--- src/rtl/cam_packet_feeder.sv ---
// Bus-event FIFO feeding a serializer one 32-bit word per IDLE->WRITE->SETTLE cycle.
// Optional idle heartbeat word enabled by defining CAM_FEEDER_HEARTBEAT_EN.
module cam_packet_feeder #(
    parameter int unsigned DEPTH     = 16,
    parameter int unsigned HB_CYCLES = 1000000
) (
    input  logic                   clk_i,
    input  logic                   rst_n,
    input  logic                   ev_valid_i,
    input  logic [15:0]            ev_addr_i,
    input  logic [7:0]             ev_data_i,
    output logic                   ev_ready_o,
    input  logic                   busy_i,
    output logic                   wr_o,
    output logic [31:0]            data_o,
    output logic [$clog2(DEPTH):0] fifo_count_o,
    output logic                   overflow_o
);

    localparam int unsigned AW         = $clog2(DEPTH);
    localparam logic [AW:0] FULL_COUNT = (AW + 1)'(DEPTH);

    typedef enum logic [1:0] {
        IDLE,
        WRITE,
        SETTLE
    } state_t;

    state_t         state_q, state_d;
    logic [23:0]    mem [DEPTH];
    logic [AW-1:0]  wr_ptr_q, rd_ptr_q;
    logic [AW:0]    count_q;
    logic [3:0]     seq_q;
    logic           full, empty;
    logic           push, pop;
    logic           issue, issue_hb;
    logic           hb_due;
    logic [31:0]    word_d;

    // Illegal parameter combinations leave this block empty-bodied; kept as a visible anchor
    if (DEPTH < 2 || DEPTH > 256 || (DEPTH & (DEPTH - 1)) != 0 || HB_CYCLES < 2) begin : g_param_check
    end

    assign full         = (count_q == FULL_COUNT);
    assign empty        = (count_q == '0);
    assign ev_ready_o   = !full;
    assign fifo_count_o = count_q;
    assign push         = ev_valid_i && !full;
    assign pop          = issue && !issue_hb;

    always_ff @(posedge clk_i) begin
        if (push) begin
            mem[wr_ptr_q] <= {ev_addr_i, ev_data_i};
        end
    end

    always_ff @(posedge clk_i or negedge rst_n) begin
        if (!rst_n) begin
            wr_ptr_q <= '0;
            rd_ptr_q <= '0;
            count_q  <= '0;
        end else begin
            if (push) begin
                wr_ptr_q <= wr_ptr_q + AW'(1);
            end
            if (pop) begin
                rd_ptr_q <= rd_ptr_q + AW'(1);
            end
            case ({push, pop})
                2'b10:   count_q <= count_q + (AW + 1)'(1);
                2'b01:   count_q <= count_q - (AW + 1)'(1);
                default: count_q <= count_q;
            endcase
        end
    end

    always_ff @(posedge clk_i or negedge rst_n) begin
        if (!rst_n) begin
            overflow_o <= 1'b0;
        end else if (ev_valid_i && full) begin
            overflow_o <= 1'b1;
        end
    end

`ifdef CAM_FEEDER_HEARTBEAT_EN
    logic [31:0] hb_cnt_q;

    assign hb_due = (hb_cnt_q == 32'(HB_CYCLES - 1));

    always_ff @(posedge clk_i or negedge rst_n) begin
        if (!rst_n) begin
            hb_cnt_q <= '0;
        end else if (issue) begin
            hb_cnt_q <= '0;
        end else if (state_q == IDLE && empty && !busy_i) begin
            hb_cnt_q <= hb_cnt_q + 32'd1;
        end
    end
`else
    assign hb_due = 1'b0;
`endif

    always_ff @(posedge clk_i or negedge rst_n) begin
        if (!rst_n) begin
            state_q <= IDLE;
        end else begin
            state_q <= state_d;
        end
    end

    // Events always win over a due heartbeat; SETTLE gives busy_i time to reflect the write
    always_comb begin
        state_d  = state_q;
        issue    = 1'b0;
        issue_hb = 1'b0;
        case (state_q)
            IDLE: begin
                if (!busy_i) begin
                    if (!empty) begin
                        issue = 1'b1;
                    end else if (hb_due) begin
                        issue    = 1'b1;
                        issue_hb = 1'b1;
                    end
                end
                if (issue) begin
                    state_d = WRITE;
                end
            end
            WRITE:   state_d = SETTLE;
            SETTLE:  state_d = IDLE;
            default: state_d = IDLE;
        endcase
    end

    assign word_d = issue_hb ? {4'hF, seq_q, 24'h000000}
                             : {4'h1, seq_q, mem[rd_ptr_q]};

    always_ff @(posedge clk_i or negedge rst_n) begin
        if (!rst_n) begin
            wr_o   <= 1'b0;
            data_o <= '0;
            seq_q  <= '0;
        end else begin
            wr_o <= issue;
            if (issue) begin
                data_o <= word_d;
                seq_q  <= seq_q + 4'd1;
            end
        end
    end

endmodule

--- config.mk ---
export PLATFORM = sky130hd
export DESIGN_NAME = cam_packet_feeder
export DESIGN_NICKNAME = d
export VERILOG_FILES = /design/src/rtl/cam_packet_feeder.sv
export SDC_FILE = /design/constraint.sdc
export NUM_CORES = 1
export LEC_CHECK = 0
export CORE_MARGIN = 2
export CORE_UTILIZATION = 60
export CTS_CLUSTER_SIZE = 14
export DETAILED_ROUTE_END_ITERATION = 10
export PLACE_DENSITY = 0.79
export REMOVE_ABC_BUFFERS = 1
export SLEW_MARGIN = 5
export SYNTH_ARGS = -nofsm -noshare
export SYNTH_HDL_FRONTEND = slang
export SYNTH_SLANG_ARGS = --single-unit
export TNS_END_PERCENT = 50
--- constraint.sdc ---
create_clock -name clk_i -period 3.5 [get_ports clk_i]
set_input_delay 0.35 -clock clk_i [delete_from_list [all_inputs] [get_ports clk_i]]
set_output_delay 0.35 -clock clk_i [all_outputs]
set_load 0.02 [all_outputs]
# == After elaboration in Yosys (flattened, before gate mapping) ==
# Memories as Yosys holds them, arrays and structs flattened. A register that Yosys moved wholly into a read port is not among the register bits.
# Index checks and enable logic that the tools add are counted.
# classes
add_sub_neg,5
eq_ne,5
n_mux,9
reduce_logical,7
# op_table
operator,n
$add A4 B1 Y4 const B,3
$pmux W5 S2,1
$mux W1,6
$add A5 B1 Y5 const B,1
$eq A5 B5 Y1 const B,1
$logic_not A5 Y1,1
$sub A5 B1 Y5 const B,1
$eq A2 B1 Y1 const B,2
$pmux W2 S2,1
$eq A2 B2 Y1 const B,1
$logic_and A1 B1 Y1,2
$logic_not A1 Y1,2
$logic_not A2 Y1,1
$mux W2,1
$ne A2 B2 Y1 const B,1
$reduce_bool A2 Y1,1
# totals
reg_bits,50
ramBits,384
inputBits,28
out_inout_bits,40
wordCells,35
mem_count,1
# mem_list
memory,depth,width,rd,rd_clocked_by_memory_dff,write_ports,line_no,text
mem,16,24,1,1,1,30,logic [23:0] mem [DEPTH];

# == Depth between registers and ports, before layout ==
# logic_depth
depth_word,7
ltp_mapped,13
ltp_nobuf,10

# == Worst setup path after synthesis ==
# Ideal clock, no wire load.
# synth_path
path_type,register to register
start,"register count_q[1], in the netlist fifo_count_o[1]"
end,"memory mem[3][0], enable pin"
setup_ps,435
arrival_time_ps,2913
required_ps,3065
slack_ps,152
stages_incl_launch_ff,6
path_buffers,1
period_less_slack_ps,3348
cell_sequence,dfrtp_1 buf_2 nor4_4 a21boi_2 nand2_1 nor3_1
# synth_via
elab_chain_len,5
# synth_rtl
element,line_no,text
"start, declared",32,logic [AW:0] count_q;
"start signal, assigned",70,2'b10: count_q <= count_q + (AW + 1)'(1);
"start signal, assigned",71,2'b01: count_q <= count_q - (AW + 1)'(1);
"start signal, assigned",72,default: count_q <= count_q;
$eq A5 B5 Y1,44,assign full = (count_q == FULL_COUNT);
$logic_not A1 Y1,48,assign push = ev_valid_i && !full;
$logic_and A1 B1 Y1,48,
$mux W1,52,if (push) begin
$mux W1 (not written as such),53,"mem[wr_ptr_q] <= {ev_addr_i, ev_data_i};"
"end, declared",30,
# No other way between the ends.

# == Worst setup path in the final report ==
# layout_path
start,"register count_q[2], in the netlist fifo_count_o[2]"
end,"register count_q[4], in the netlist fifo_count_o[4]"
# layout_via
elab_chain_len,7
elab_cells_between_ends,14
cone_classes,add/sub (2); eq/ne (3); mux (5); reduce/logical (4)
# layout_rtl
element,line_no,text
$logic_not A5 Y1,45,assign empty = (count_q == '0);
$mux W1,119,if (!empty) begin
$mux W1,118,if (!busy_i) begin
$mux W1 (2 in a row),116,case (state_q)
$eq A2 B1 Y1 or $eq A2 B2 Y1 (tied branches),69,"case ({push, pop})"
$pmux W5 S2 or $reduce_bool A2 Y1 (tied branches),--,
# Parallel ways exist; a longest one is shown, timed or not. The select of a mux whose other input is x is not followed.
# A chain may end at the register's enable or synchronous reset.

==> results.tsv <==
metric	value	unit
status	completed	
mapped cell area	16700	um^2
Unique masters post-synth	40	
Critical Path Source Type	flip-flop	
Final min period	3.07	ns
YS warnings	0	
EDFF count, synth	384	
Setup WS post-layout	0.434	ns
Post-synth top flop	edfxtp_1	
crit path kind	flip-flop to flip-flop	
largest net degree at the start of global routing	63	
Post-Syn Area per Cell	21.4	um^2
Synth area leaders	edfxtp_1, mux4_2, dfrtp_1	
top-area cell type share of the netlist area	69.2	%
Final HPWL DP	19.5	mm
Rel. slew slack	47.8	%
placed cell area	17900	um^2
register bit total from synthesis	434	
largest area contributor in the netlist	edfxtp_1	
routed vias	8339	
CTS H-tree lvls	2	
register area share after synthesis	76.7	%
DRC Markers	0	
clk_lat worst skew	0.54	ns
total die area	29100	um^2
Critical Path Start	fifo_count_o[2]$_DFFE_PN0P_	
arrival time at the worst endpoint	3.48	ns
Crit path required time	3.91	ns
GRT Overall Usage	25.4	%
IO buf count	64	
Layout area overhead	15.5	%
CTS tree	yes	
Hold Fails Final Rpt	0	
pre-CTS setup slack	0.390	ns
Tcrit/Tclk final	87.6	%
DR pass1 iterations	5	
total CTS buffers	43	
reg2reg start	fifo_count_o[2]$_DFFE_PN0P_	
initial core utilization	60.5	%
Post-CTS Resized	0	
# diodes	0	
Pwr Total	15900	uW
die width	171	um
Final setup viols	0	
Setup crit end kind	flip-flop	
first-pass GRT wire length	53.4	mm
Die Span Y	171	um
Max FO, Critical Path	9	
vias in the first global route	8629	
max-slew violation count	0	
Async S/R FF share, synth	11.5	%
fraction of layout cells with a size suffix above 1	27.6	%
leakage	0.00627	uW
vias per cell	6.47	
TritonCTS Sinks	434	
reported max-cap violation count	0	
CTS root buffer	clkbuf_16	
clk slew on worst S/H paths	0.06	ns
initial antenna violation count	0	
total grt overflow	0	
Final ANT Viol Nets	0	
Final nets	914	
fin area	19300	um^2
Hold/Removal Path Class	primary input to async pin	
Pwr per Cell Area	825	nW/um^2
Placer Congestion	0.822	
Post-Synthesis Cells	778	
clk buf depth	3	
maximum VDD drop	539	uV
skew final	0.0175	ns
number of DRC markers in iteration 0	873	
Worst Max-Slew Pin Slew	0.784	ns
DR WL/cell	27.7	um
Placeable Area	27600	um^2
unrepaired setup endpoints after global routing	no	
final WL	35.7	mm
site row count	61	
# IOs	68	
max frequency	326	MHz
==> final cells by class <==
type	count	area, um^2
flip-flops and latches	434	12800
multi-input cells	293	3630
repair buffers	98	968
clock inverters	25	204
inverters	6	22.5
well taps	378	473
clock buffers	55	1170
fillers	1586	8300
==> flip-flops by register name, indices dropped and copies added (netlist names) <==
signal and flops:
data_o 29, wr_o 1, mem 384, rd_ptr_q 4
seq_q 4, state_q 2, fifo_count_o 5, wr_ptr_q 4
overflow_o 1
==> cell families after synthesis <==
kind of cell	count (synthesis)	share of synthesized area, %
AOI/OAI and AO/OA	89	3.28
muxes	127	15.1
other	1	0.0225
DFF	434	76.7
adders and majority gates	10	0.751
buffers and inverters	53	1.88
xor gates and xnor gates	13	0.683
and+or+nand+nor	51	1.61
==> worst paths after layout <==
| path | to | slack [ns] | cells past startpoint |
|---|---|---|---|
| max reg2reg | fifo_count_o[4]$_DFFE_PN0P_ | 0.43 | 10 |
| max in group asynchronous | rd_ptr_q[2]$_DFFE_PN0P_ | 2.18 | 3 |
| min | wr_ptr_q[2]$_DFFE_PN0P_ | 0.41 | 2 |
| min in group clk_i | state_q[1]$_DFFE_PN0P_ | 0.44 | 1 |
| min reg2reg | state_q[1]$_DFFE_PN0P_ | 0.44 | 1 |
| max | fifo_count_o[4]$_DFFE_PN0P_ | 0.43 | 10 |
==> Yosys cell counts (5+ instances only) <==
| cell | n |
|---|---|
| o21ai_0 | 5 |
| mux2_2 | 29 |
| nor2_1 | 15 |
| o22ai_1 | 48 |
| nand2_1 | 12 |
| clkbuf_1 | 15 |
| buf_2 | 14 |
| dfrtp_1 | 50 |
| ha_1 | 10 |
| mux4_2 | 96 |
| edfxtp_1 | 384 |
| buf_4 | 6 |
| a21oi_1 | 28 |
| inv_1 | 6 |
| xnor2_1 | 9 |
| buf_6 | 10 |
==> per-stage QoR <==
stage / utilization [%] / hold slack (ns) / cells / TNS (ns)
2_1_floorplan: - / 0.0544 / 733 / -38.09
3_3_place_gp: 64.9 / 0.410 / 1208 / 0
3_5_place_dp: 64.9 / 0.428 / 1208 / 0
4_1_cts: 69.9 / 0.409 / 1289 / 0
5_1_grt: 69.9 / 0.439 / 1289 / 0
6_report: 69.9 / 0.407 / 1289 / 0
==> worst max-delay path, stage by stage (launching register included) <==
cell      delay [ns]
dfrtp_1         0.48
nor4_4          0.51
a21boi_2        0.22
inv_1           0.13
ha_1            0.36
xor2_1          0.13
ha_1            0.24
o211a_1         0.26
o21ai_0         0.17
o41ai_1         0.12
nor4b_1         0.32
==> per-layer routing <==
layer  vias to the layer above  track usage (%)  part of all wire [%]
li1                       3412                -                     -
met1                      4319             34.4                    38
met2                       505             41.6                    50
met3                       103             5.14                   8.7
met4                         0             9.55                   3.4
met5                         -                0                     0
==> power by group <==
| part | total (uW) | leakage (uW) | switching, uW | internal, uW |
|---|---|---|---|---|
| combinational | 4540 | 0.00155 | 2350 | 2200 |
| sequential | 6910 | 0.00404 | 518 | 6390 |
| clock | 4440 | 0.000678 | 1900 | 2540 |
| total | 15900 | 0.00627 | 4770 | 11100 |
==> cells in the final DEF (no fill, tap or decap), types with 5 or more instances in the layout <==
master and instances:
inv_1 6, a21oi_1 28, o22ai_1 48, clkinv_1 5
clkbuf_16 44, clkinv_2 10, buf_12 6, edfxtp_1 384
buf_4 27, ha_1 10, mux2_2 29, xnor2_1 9
mux4_2 96, o21ai_0 5, nor2_2 12, clkbuf_1 8
clkdlybuf4s50_1 63, nand2_1 12, dfrtp_1 48
==> timing repair <==
action	4_1_cts	5_1_grt
setup endpoints to repair	0	0
setup buffers	0	0
hold buffers	1	0
endpoints found under the hold margin	22	0
Power figures use the tool's default switching activity.
